<file path="src/rtl/uart_rx.sv">
// UART receiver: 1 start, DATA_BITS data (LSB first), 1 stop, no parity.
// Characters are presented on an AXI-Stream master with a one-word holding register.
module uart_rx #(
  parameter int CLK_FREQ  = 100_000_000,
  parameter int BAUD_RATE = 9600,
  parameter int DATA_BITS = 8
) (
  input  logic                 clk,
  input  logic                 aresetn,
  input  logic                 serial_data,
  output logic                 m_axis_tvalid,
  input  logic                 m_axis_tready,
  output logic [DATA_BITS-1:0] m_axis_tdata,
  output logic                 framing_error,
  output logic                 overrun
);

  localparam int CLKS_PER_BIT = CLK_FREQ / BAUD_RATE;
  localparam int HALF         = CLKS_PER_BIT / 2;
  localparam int CTR_W        = $clog2(CLKS_PER_BIT);
  localparam int BIT_W        = $clog2(DATA_BITS + 1);

  localparam logic [CTR_W-1:0] HALF_M1  = CTR_W'(HALF - 1);
  localparam logic [CTR_W-1:0] LAST_CLK = CTR_W'(CLKS_PER_BIT - 1);
  localparam logic [BIT_W-1:0] LAST_BIT = BIT_W'(DATA_BITS - 1);

  typedef enum logic [2:0] {
    S_IDLE,
    S_START,
    S_DATA,
    S_STOP,
    S_BREAK
  } state_t;

  logic                 r_sync1;
  logic                 r_sync2;
  logic [2:0]           r_hist;
  state_t               r_state;
  logic [CTR_W-1:0]     r_baud;
  logic [BIT_W-1:0]     r_bit;
  logic [DATA_BITS-1:0] r_shift;
  logic                 r_tvalid;
  logic [DATA_BITS-1:0] r_tdata;
  logic                 r_fe;
  logic                 r_ov;

  logic w_sample;
  logic w_baud_half;
  logic w_baud_last;

  assign w_sample    = (r_hist[0] & r_hist[1]) | (r_hist[0] & r_hist[2]) | (r_hist[1] & r_hist[2]);
  assign w_baud_half = (r_baud == HALF_M1);
  assign w_baud_last = (r_baud == LAST_CLK);

  always_ff @(posedge clk or negedge aresetn) begin
    if (!aresetn) begin
      r_sync1 <= 1'b1;
      r_sync2 <= 1'b1;
      r_hist  <= 3'b111;
    end else begin
      r_sync1 <= serial_data;
      r_sync2 <= r_sync1;
      r_hist  <= {r_hist[1:0], r_sync2};
    end
  end

  always_ff @(posedge clk or negedge aresetn) begin
    if (!aresetn) begin
      r_state  <= S_IDLE;
      r_baud   <= '0;
      r_bit    <= '0;
      r_shift  <= '0;
      r_tvalid <= 1'b0;
      r_tdata  <= '0;
      r_fe     <= 1'b0;
      r_ov     <= 1'b0;
    end else begin
      r_fe   <= 1'b0;
      r_ov   <= 1'b0;
      r_baud <= r_baud + CTR_W'(1);
      if (r_tvalid && m_axis_tready)
        r_tvalid <= 1'b0;

      case (r_state)
        S_IDLE: begin
          if (!r_sync2) begin
            r_state <= S_START;
            r_baud  <= '0;
          end
        end

        // Half-bit check rejects glitches and sets mid-bit alignment for DATA/STOP.
        S_START: begin
          if (w_baud_half) begin
            r_baud <= '0;
            if (w_sample) begin
              r_state <= S_IDLE;
            end else begin
              r_state <= S_DATA;
              r_bit   <= '0;
            end
          end
        end

        S_DATA: begin
          if (w_baud_last) begin
            r_baud  <= '0;
            r_shift <= {w_sample, r_shift[DATA_BITS-1:1]};
            if (r_bit == LAST_BIT) begin
              r_state <= S_STOP;
            end else begin
              r_bit <= r_bit + BIT_W'(1);
            end
          end
        end

        S_STOP: begin
          if (w_baud_last) begin
            r_baud <= '0;
            if (w_sample) begin
              r_state <= S_IDLE;
              if (!r_tvalid || m_axis_tready) begin
                r_tdata  <= r_shift;
                r_tvalid <= 1'b1;
              end else begin
                r_ov <= 1'b1;
              end
            end else begin
              r_fe    <= 1'b1;
              r_state <= S_BREAK;
            end
          end
        end

        // A held-low line must return high before another start can be seen.
        S_BREAK: begin
          if (r_sync2) begin
            r_state <= S_IDLE;
            r_baud  <= '0;
          end
        end

        default: begin
          r_state <= S_IDLE;
          r_baud  <= '0;
        end
      endcase
    end
  end

  assign m_axis_tvalid = r_tvalid;
  assign m_axis_tdata  = r_tdata;
  assign framing_error = r_fe;
  assign overrun       = r_ov;

endmodule

</file>
<file path="config.mk">
export PLATFORM = sky130hd
export DESIGN_NAME = uart_rx
export DESIGN_NICKNAME = d
export VERILOG_FILES = /design/src/rtl/uart_rx.sv
export SDC_FILE = /design/constraint.sdc
export NUM_CORES = 1
export LEC_CHECK = 0
export CAP_MARGIN = 20
export CORE_MARGIN = 3
export CORE_UTILIZATION = 35
export CTS_CLUSTER_SIZE = 28
export DETAILED_ROUTE_END_ITERATION = 8
export DONT_BUFFER_PORTS = 1
export GPL_ROUTABILITY_DRIVEN = 0
export HOLD_SLACK_MARGIN = 0.02
export RECOVER_POWER = 50
export SYNTH_ARGS = -nofsm -noshare
export SYNTH_HDL_FRONTEND = slang
export SYNTH_SLANG_ARGS = --single-unit
</file>
<file path="constraint.sdc">
create_clock -name clk -period 2.1 [get_ports clk]
set_input_delay 0.42 -clock clk [delete_from_list [all_inputs] [get_ports clk]]
set_output_delay 0.42 -clock clk [all_outputs]
set_load 0.02 [all_outputs]
</file>
## Yosys cells after proc, flatten, opt, wreduce, memory -nomap -nowiden

Index checks and enable logic that the tools add are counted.

| operators by class | value |
|---|---|
| add/sub/neg operators | 2 |
| multiply operators | 0 |
| divide/modulo/power cells | 0 |
| order comparisons | 0 |
| equality and inequality tests | 15 |
| shift-type cells | 0 |
| mux-type cells | 31 |
| bitwise operators | 5 |
| reductions and logical operators | 10 |

Operator list:

| operator | count |
|---|---|
| $mux W14 | 4 |
| $pmux W14 S4 | 1 |
| $mux W3 | 7 |
| $mux W4 | 4 |
| $ne A2 B2 Y1 const B | 8 |
| $pmux W3 S5 | 1 |
| $add A14 B1 Y14 const B | 1 |
| $eq A14 B13 Y1 const B | 1 |
| $eq A14 B14 Y1 const B | 1 |
| $mux W1 | 12 |
| $pmux W4 S2 | 1 |
| $eq A3 B2 Y1 const B | 2 |
| $reduce_and A6 Y1 | 1 |
| $reduce_and A5 Y1 | 1 |
| $add A4 B1 Y4 const B | 1 |
| $eq A4 B3 Y1 const B | 1 |
| $reduce_and A4 Y1 | 1 |
| $and A1 B1 Y1 | 3 |
| $eq A3 B1 Y1 const B | 1 |
| $eq A3 B3 Y1 const B | 1 |
| $logic_not A3 Y1 | 1 |
| $mux W2 | 1 |
| $or A1 B1 Y1 | 2 |
| $reduce_and A2 Y1 | 1 |
| other kinds (5) | 5 |

| storage, ports and cells | value |
|---|---|
| bits in registers | 45 |
| bits in latches | 0 |
| bits in writable memories | 0 |
| memory bits (read-only) | 0 |
| input bits | 4 |
| output and inout bits | 11 |
| word-level logic and storage cells | 74 |
| memories | 0 |

## Logic depth before layout (Yosys ltp)

Gate-level depths: netlist of the first run.

| logic depth | value |
|---|---|
| word-level depth | 6 |
| depth in mapped cells | 6 |

## Least setup slack after synthesis of the first run

No wires, ideal clock.

| timing path | value |
|---|---|
| path kind | reg-to-reg |
| from | register r_baud[0] |
| to | register r_tdata[0], in the netlist m_axis_tdata[0] |
| library setup time | 0.125 ns |
| arrival time | 1.653 ns |
| data required time | 1.975 ns |
| setup slack | 0.323 ns |
| cell stages (with the launch flop) | 7 |
| path buffers | 1 |
| cell sequence | dfrtp_1 ha_1 and4_4 nand4_2 buf_6 nor2_4 mux2_2 |

| between the ends | value |
|---|---|
| longest elaborated chain between the ends | 2 |

Ends and longest elaborated chain:

| what | RTL line | source |
|---|---|---|
| from (decl) | 39 | `logic [CTR_W-1:0] r_baud;` |
| from (signal assigned) | 80 | `r_baud <= r_baud + CTR_W'(1);` |
| $eq A14 B14 Y1 | 53 | `assign w_baud_last = (r_baud == LAST_CLK);` |
| $reduce_and A4 Y1 (no source line) | - |  |
| to (signal assigned) | 123 | `r_tdata <= r_shift;` |
| to (decl) | 43 | `logic [DATA_BITS-1:0] r_tdata;` |

Every way passes these cells.
A chain may end at the register's enable or synchronous reset.

## Worst setup path after layout of the first run

| timing path | value |
|---|---|
| from | register r_baud[0] |
| to | register r_shift[7] |

| between the ends | value |
|---|---|
| longest elaborated chain between the ends | 2 |

Ends and longest elaborated chain:

| what | RTL line | source |
|---|---|---|
| $eq A14 B14 Y1 | 53 |  |
| $reduce_and A2 Y1 (no source line) | - |  |
| to (signal assigned) | 108 | `r_shift <= {w_sample, r_shift[DATA_BITS-1:1]};` |
| to (decl) | 41 | `logic [DATA_BITS-1:0] r_shift;` |

Every way passes these cells.

==> metrics, run 1 <==
outcome complete, no violations; final WL 3480 um; sequential share of power approximately three fifths; Starting DRT DRC Count between 50 and 60; RSZ-0062 raised after global routing no; FF+latch count, synth 45; P per Cell Area 629 nW/um2; GRT overflow 0; Rel. slew slack between 20 and 30%; Ant. Diodes 0; Mean Syn Cell Area roughly 12 um2; fin crit share around 91%; endpoint class of the critical path flip-flop; Synth Flop Type dfrtp_1; latest clock arrival within the worst-skew pair ~0.3 ns; Synth area leaders dfrtp_1 (49%), mux2_2 (8.8%), dfstp_2 (6.4%); Final Slew Violations 0; IO Port Bufs 0; Final Setup Violations 0; crit start category flip-flop; Post-synth EDFFs 0; Clock Tree Root clkbuf_8; slew of the pin with the lowest slew margin roughly 1.1 ns; Tot GR Track Use 11.3%; htree depth 2; Max stage delay on crit path ~0.39 ns; most common cell in the netlist dfrtp_1; via/cell ratio 5.15; sequential share of the synthesized area around 56%; Initial Util 36.6%; Synth area leader dfrtp_1; total design power around 1400 uW; Final HPWL DP around 2400 um; Crit-path slowest cell dfrtp_1; worst vdd ir 0.284 mV; antenna viol nets, final 0; Yosys warning count 0; Clock Power Share a little under two fifths; Leakage Power between 0.0009 and 0.001 uW; Max-cap violations 0; Core ar. between 5000 and 6000 um2; Netlist cell types 42; Worst Path Buf+Inv 0; full die area roughly 6800 um2; # IOs 15; Final #Nets 187; WP data arrival 2.09 ns; Inst Count DP ~240; Mapped Cells 170; vias in the first global route approximately 1300; post-synth top area share between 40 and 50%; Cell Area, Synth slightly above 2000 um2; layout cells sized above 1 23.1%; Net Switching approximately 310 uW; Reg clk slew, reported paths about 0.09 ns; Int Power about 1100 uW; Post-synth top cells dfrtp_1 (40), nor2_1 (19), mux2_2 (16), xnor2_1 (11); crit-path max FO 8; Crit Path Class flip-flop to flip-flop; power share of the combinational group under 10%; TritonCTS buffer count 5; number of setup buffers added after CTS 0; DRT Pass-1 Iters 4; skew final roughly 0.0074 ns; Rows 27; fmax around 530 MHz; async set or reset register ratio after synthesis between 90% and 100%; DRC errors left 0; DR vias ~1300; sw frac 21.9%; Hold Vio Cnt, Final 0; final hold slack between 0.1 and 0.15 ns; initial antenna violation count 0; Worst Hold Class primary input to flip-flop; pin count of the biggest net entering global routing 46; clk sink count 45; crit-path leading delay family simple AND/OR/NAND/NOR gates; Die X 82.3 um; Final min period approximately 1.9 ns; Avg WL per Cell approximately 14 um; post-layout util 40.7%; Die H 82.3 um; setup TNS 0 ns; CTS Buffer Depth 2; first-pass GRT wire length just under 6000 um; CP required 2.29 ns; Final Instance Count excl. Fillers between 200 and 300; area grow syn2layout 11.4%; CTS tree yes; syn_nets between 150 and 200; cell chain of the critical path ha_1 -> and4_4 -> nand4_4 -> nor2_4 -> mux2_2
-- routing by layer --
| layer | up-vias | GRT usage (%) | wire, um |
|---|---|---|---|
| li1 | 636 | - | - |
| met1 | 643 | 15.8 | 1710 |
| met2 | 23 | 16.2 | 1610 |
| met3 | 5 | 3.04 | 97 |
| met4 | 0 | 5.32 | 65 |
| met5 | - | 0 | 0 |
-- power groups by stage --
stage               Clock [uW]  Sequential (uW)  Combinational, uW
global placement             0              894               8.21
detailed placement           0              894               7.97
finish                     526              877               25.8
CTS                        551              877               33.2
global route               585              878               30.1
floorplan                    0              894               6.16
-- sequential cells by signal (all words and copies together) (netlist names) --
register       flops
framing_error      1
r_baud            14
m_axis_tdata       8
r_sync2            1
overrun            1
m_axis_tvalid      1
r_shift            8
r_hist             3
r_bit              4
r_state            3
r_sync1            1
-- cell usage in the layout (no fill, tap or decap), types with 2 or more instances in the layout --
cell      instances
ha_1              2
a221o_1           2
nand2_1           7
xnor2_1          11
nand2b_1          3
buf_4             6
o211ai_1          2
nor2_4            2
nor4_1            2
dfstp_2           4
a21oi_1           3
nand4_1           7
mux2_2           16
and4bb_1          2
nor3_1            6
inv_1             3
nor4b_1           2
clkinv_4          2
nor2_1           19
clkbuf_8          5
nand3_1           7
nor3b_1           4
dfrtp_1          40
nor2b_1           3
-- stage by stage --
| step | area, um2 | worst slack (ns) |
|---|---|---|
| 2_1_floorplan | 2040 | 0.323 |
| 3_3_place_gp | 2140 | 0.133 |
| 3_5_place_dp | 2140 | 0.0567 |
| 4_1_cts | 2270 | 0.0442 |
| 5_1_grt | 2270 | 0.0657 |
| 6_report | 2270 | 0.196 |
-- worst register-to-register path, cell delays in order, from the launching register on --
cell	delay [ns]
dfrtp_1	0.39
ha_1	0.27
and4_4	0.29
nand4_4	0.21
nor2_4	0.27
mux2_2	0.37
-- logic make-up after synthesis --
kind of cell	Yosys count	synth area share, %
AND/OR/NAND/NOR	72	20.9
flip-flops	45	55.6
multiplexers	16	8.84
AO/OA/AOI/OAI	15	5.83
XOR/XNOR	12	5.16
buffers and inverters	7	1.96
adder cells (fa/ha/maj)	3	1.72
-- final cells by class --
cell class	instances	area, um2
clock buffers	5	68.8
inverters	3	11.3
well taps	72	90.1
flip-flops and latches	45	1130
clock inverters	3	22.5
repair buffers	8	60.1
multi-input cells	118	886
fillers	531	3300
-- repair_timing --
item / CTS / global route
hold buffers: 2 / 0
resized for setup: 0 / 2
setup endpoints to repair: 0 / 30
hold endpoints to repair: 45 / 0
-- final timing paths --
kind	depth (start not counted)	end	startpoint	slack, ns
setup reg to reg	5	r_shift[7]$_DFFE_PN0P_	r_baud[0]$_DFF_PN0_	0.20
setup / recovery	5	r_shift[7]$_DFFE_PN0P_	r_baud[0]$_DFF_PN0_	0.20
min in group asynchronous	2	r_shift[3]$_DFFE_PN0P_	aresetn	0.88
max in group asynchronous	2	r_baud[10]$_DFF_PN0_	aresetn	0.57
hold / removal	0	r_sync1$_DFF_PN1_	serial_data	0.12
hold reg to reg	0	r_sync2$_DFF_PN1_	r_sync1$_DFF_PN1_	0.36
No activity file was read; power rests on OpenSTA's default activity.
==> run 2, diff against run 1 <==
--- a/config.mk
+++ b/config.mk
@@ -6,7 +6,7 @@
 export NUM_CORES = 1
 export LEC_CHECK = 0
 export CAP_MARGIN = 20
-export CORE_MARGIN = 3
+export CORE_MARGIN = 2
 export CORE_UTILIZATION = 35
 export CTS_CLUSTER_SIZE = 28
 export DETAILED_ROUTE_END_ITERATION = 8
@@ -14,6 +14,7 @@
 export GPL_ROUTABILITY_DRIVEN = 0
 export HOLD_SLACK_MARGIN = 0.02
 export RECOVER_POWER = 50
+export SKIP_LAST_GASP = 1
 export SYNTH_ARGS = -nofsm -noshare
 export SYNTH_HDL_FRONTEND = slang
 export SYNTH_SLANG_ARGS = --single-unit
==> constraint.sdc (replaced) <==
create_clock -name clk -period 2.2 [get_ports clk]
set_input_delay 0.44 -clock clk [delete_from_list [all_inputs] [get_ports clk]]
set_output_delay 0.44 -clock clk [all_outputs]
set_load 0.02 [all_outputs]
==> metrics, run 2 (synthesis gave the netlist of run 1 again) <==
outcome complete, no violations; register area 1130 um2 (unchanged); Avg WL per Cell 13.9 um (+1.6%); Max-cap violations 0 (unchanged); Core ar. 5570 um2 (unchanged); worst vdd ir 0.243 mV (-14%); first-pass GRT wire length 6170 um (+5.4%); via/cell ratio 5.18 (+0.72%); GRT overflow 0 (unchanged); Clock Tree Root clkbuf_8; Inst Count DP 242 (-0.82%); htree depth 2 (unchanged); Hold Vio Cnt, Final 0 (unchanged); Final #Nets 185 (-1.1%); final hold slack 0.125 ns (+0.00879 ns); Post-Layout Inst Area 2230 um2 (-1.6%); full die area 6450 um2 (-4.8%); Leakage Power 0.00100 uW (+0.49%); fin crit share 92.7% (+2.0 points); Ant. Diodes 0 (unchanged); Rows 27 (unchanged); Final min period 2.04 ns (+0.136 ns); CP required 2.38 ns (+0.09 ns); crit-path max FO 9 (+1); WP data arrival 2.22 ns (+0.13 ns); final WL 3500 um (+0.81%); Final Instance Count excl. Fillers 252 (-0.79%); area grow syn2layout 9.64%; DRT Pass-1 Iters 4 (unchanged); CTS tree yes; Die X 80.3 um (-2.4%); Rel. slew slack 28.5% (+0.54 points); pin count of the biggest net entering global routing 46 (unchanged); Initial Util 36.6% (unchanged); crit start category flip-flop; pre-CTS setup slack 0.161 ns (+0.104 ns); commonest non-fill, non-tap cell in the layout dfrtp_1; endpoint class of the critical path flip-flop; Die H 80.3 um (-2.4%); # IOs 15 (unchanged); P per Cell Area 616 nW/um2 (-2.1%); number of fill cells 516 (-2.8%); DP Area 2130 um2 (-0.70%); DR vias 1306 (-0.077%); vias in the first global route 1315 (+4.1%); antenna viol nets, final 0 (unchanged); area taken by multi-input logic gates 866 um2 (-2.3%); Final HPWL DP 2390 um (-1.7%); Final Slew Violations 0 (unchanged); latest clock arrival within the worst-skew pair 0.30 ns (about the same); TritonCTS buffer count 5 (unchanged); max reg flops 14 (unchanged); IO Port Bufs 0 (unchanged); FF-to-FF setup slack 0.16 ns (-0.04 ns); DRC errors left 0 (unchanged); Worst Hold Class primary input to flip-flop; Reg clk slew, reported paths 0.09 ns (about the same); skew final 0.0112 ns (+0.00384 ns); Tot GR Track Use 12.2% (+0.93 points); setup TNS 0 ns (unchanged); fin worst setup slack 0.160 ns (-0.0357 ns); RSZ-0062 raised after global routing no; layout cells sized above 1 22.2% (-0.85 points); clk sink count 45 (unchanged); Crit Path Class flip-flop to flip-flop; initial antenna violation count 0 (unchanged); Biggest register r_baud; Starting DRT DRC Count 70 (+23%); CTS Buffer Depth 2 (unchanged); Final Setup Violations 0 (unchanged); fmax 490 MHz (-6.7%); commonest cells after routing, fill and taps aside dfrtp_1 (40), nor2_1 (19), mux2_2 (16); slew of the pin with the lowest slew margin 1.07 ns (-0.00814 ns)
run 2: through the flow:
step                      util [%]  power, uW
after global placement        38.2        861
after detailed placement      38.2        861
after CTS                     40.5       1410
final                         40.1       1380
after floorplan                  -        859
after global routing          40.1       1430
run 2: area by class of cell:
class	count	share of cell area (%)
flip-flops and latches	45	50.7
clock inverters	3	0.952
clock buffers	5	3.08
inverters	3	0.504
multi-input cells	118	38.7
well taps	72	4.03
repair buffers	6	2.02
run 2: report_power, final:
part	leakage (uW)	internal, uW	switching, uW
combinational	0.000361	4.71	19.6
sequential	0.000596	834	2.45
clock	0.0000445	226	289
total	0.00100	1060	311
run 2: final timing paths:
| check | start | to | cells after the start |
|---|---|---|---|
| min in group asynchronous | aresetn | r_baud[10]$_DFF_PN0_ | 2 |
| worst min-delay path | serial_data | r_sync1$_DFF_PN1_ | 0 |
| max in group asynchronous | aresetn | r_bit[2]$_DFFE_PN0P_ | 2 |
| worst max register to register | r_baud[0]$_DFF_PN0_ | m_axis_tdata[5]$_DFFE_PN0P_ | 5 |
| worst min register to register | r_sync1$_DFF_PN1_ | r_sync2$_DFF_PN1_ | 0 |
| worst max-delay path | r_baud[0]$_DFF_PN0_ | m_axis_tdata[5]$_DFFE_PN0P_ | 5 |
run 2: layer usage:
metal	share of wire, %	global-route usage, %
met5	0	0
met4	1.8	5.08
met3	2.3	3.37
met2	48	19.0
met1	48	16.0
run 2: timing repair:
item / CTS / global route
setup buffers: 0 / 0
gates resized for setup: 0 / 0
hold endpoints to repair: 45 / 0
hold buffers: 2 / 0
run 2: worst max-delay path: stages, from the launching register on:
cell and delay, ns:
dfrtp_1 0.39, ha_1 0.27, and4_4 0.28, nand4_2 0.29, nor2_4 0.33, mux2_2 0.37
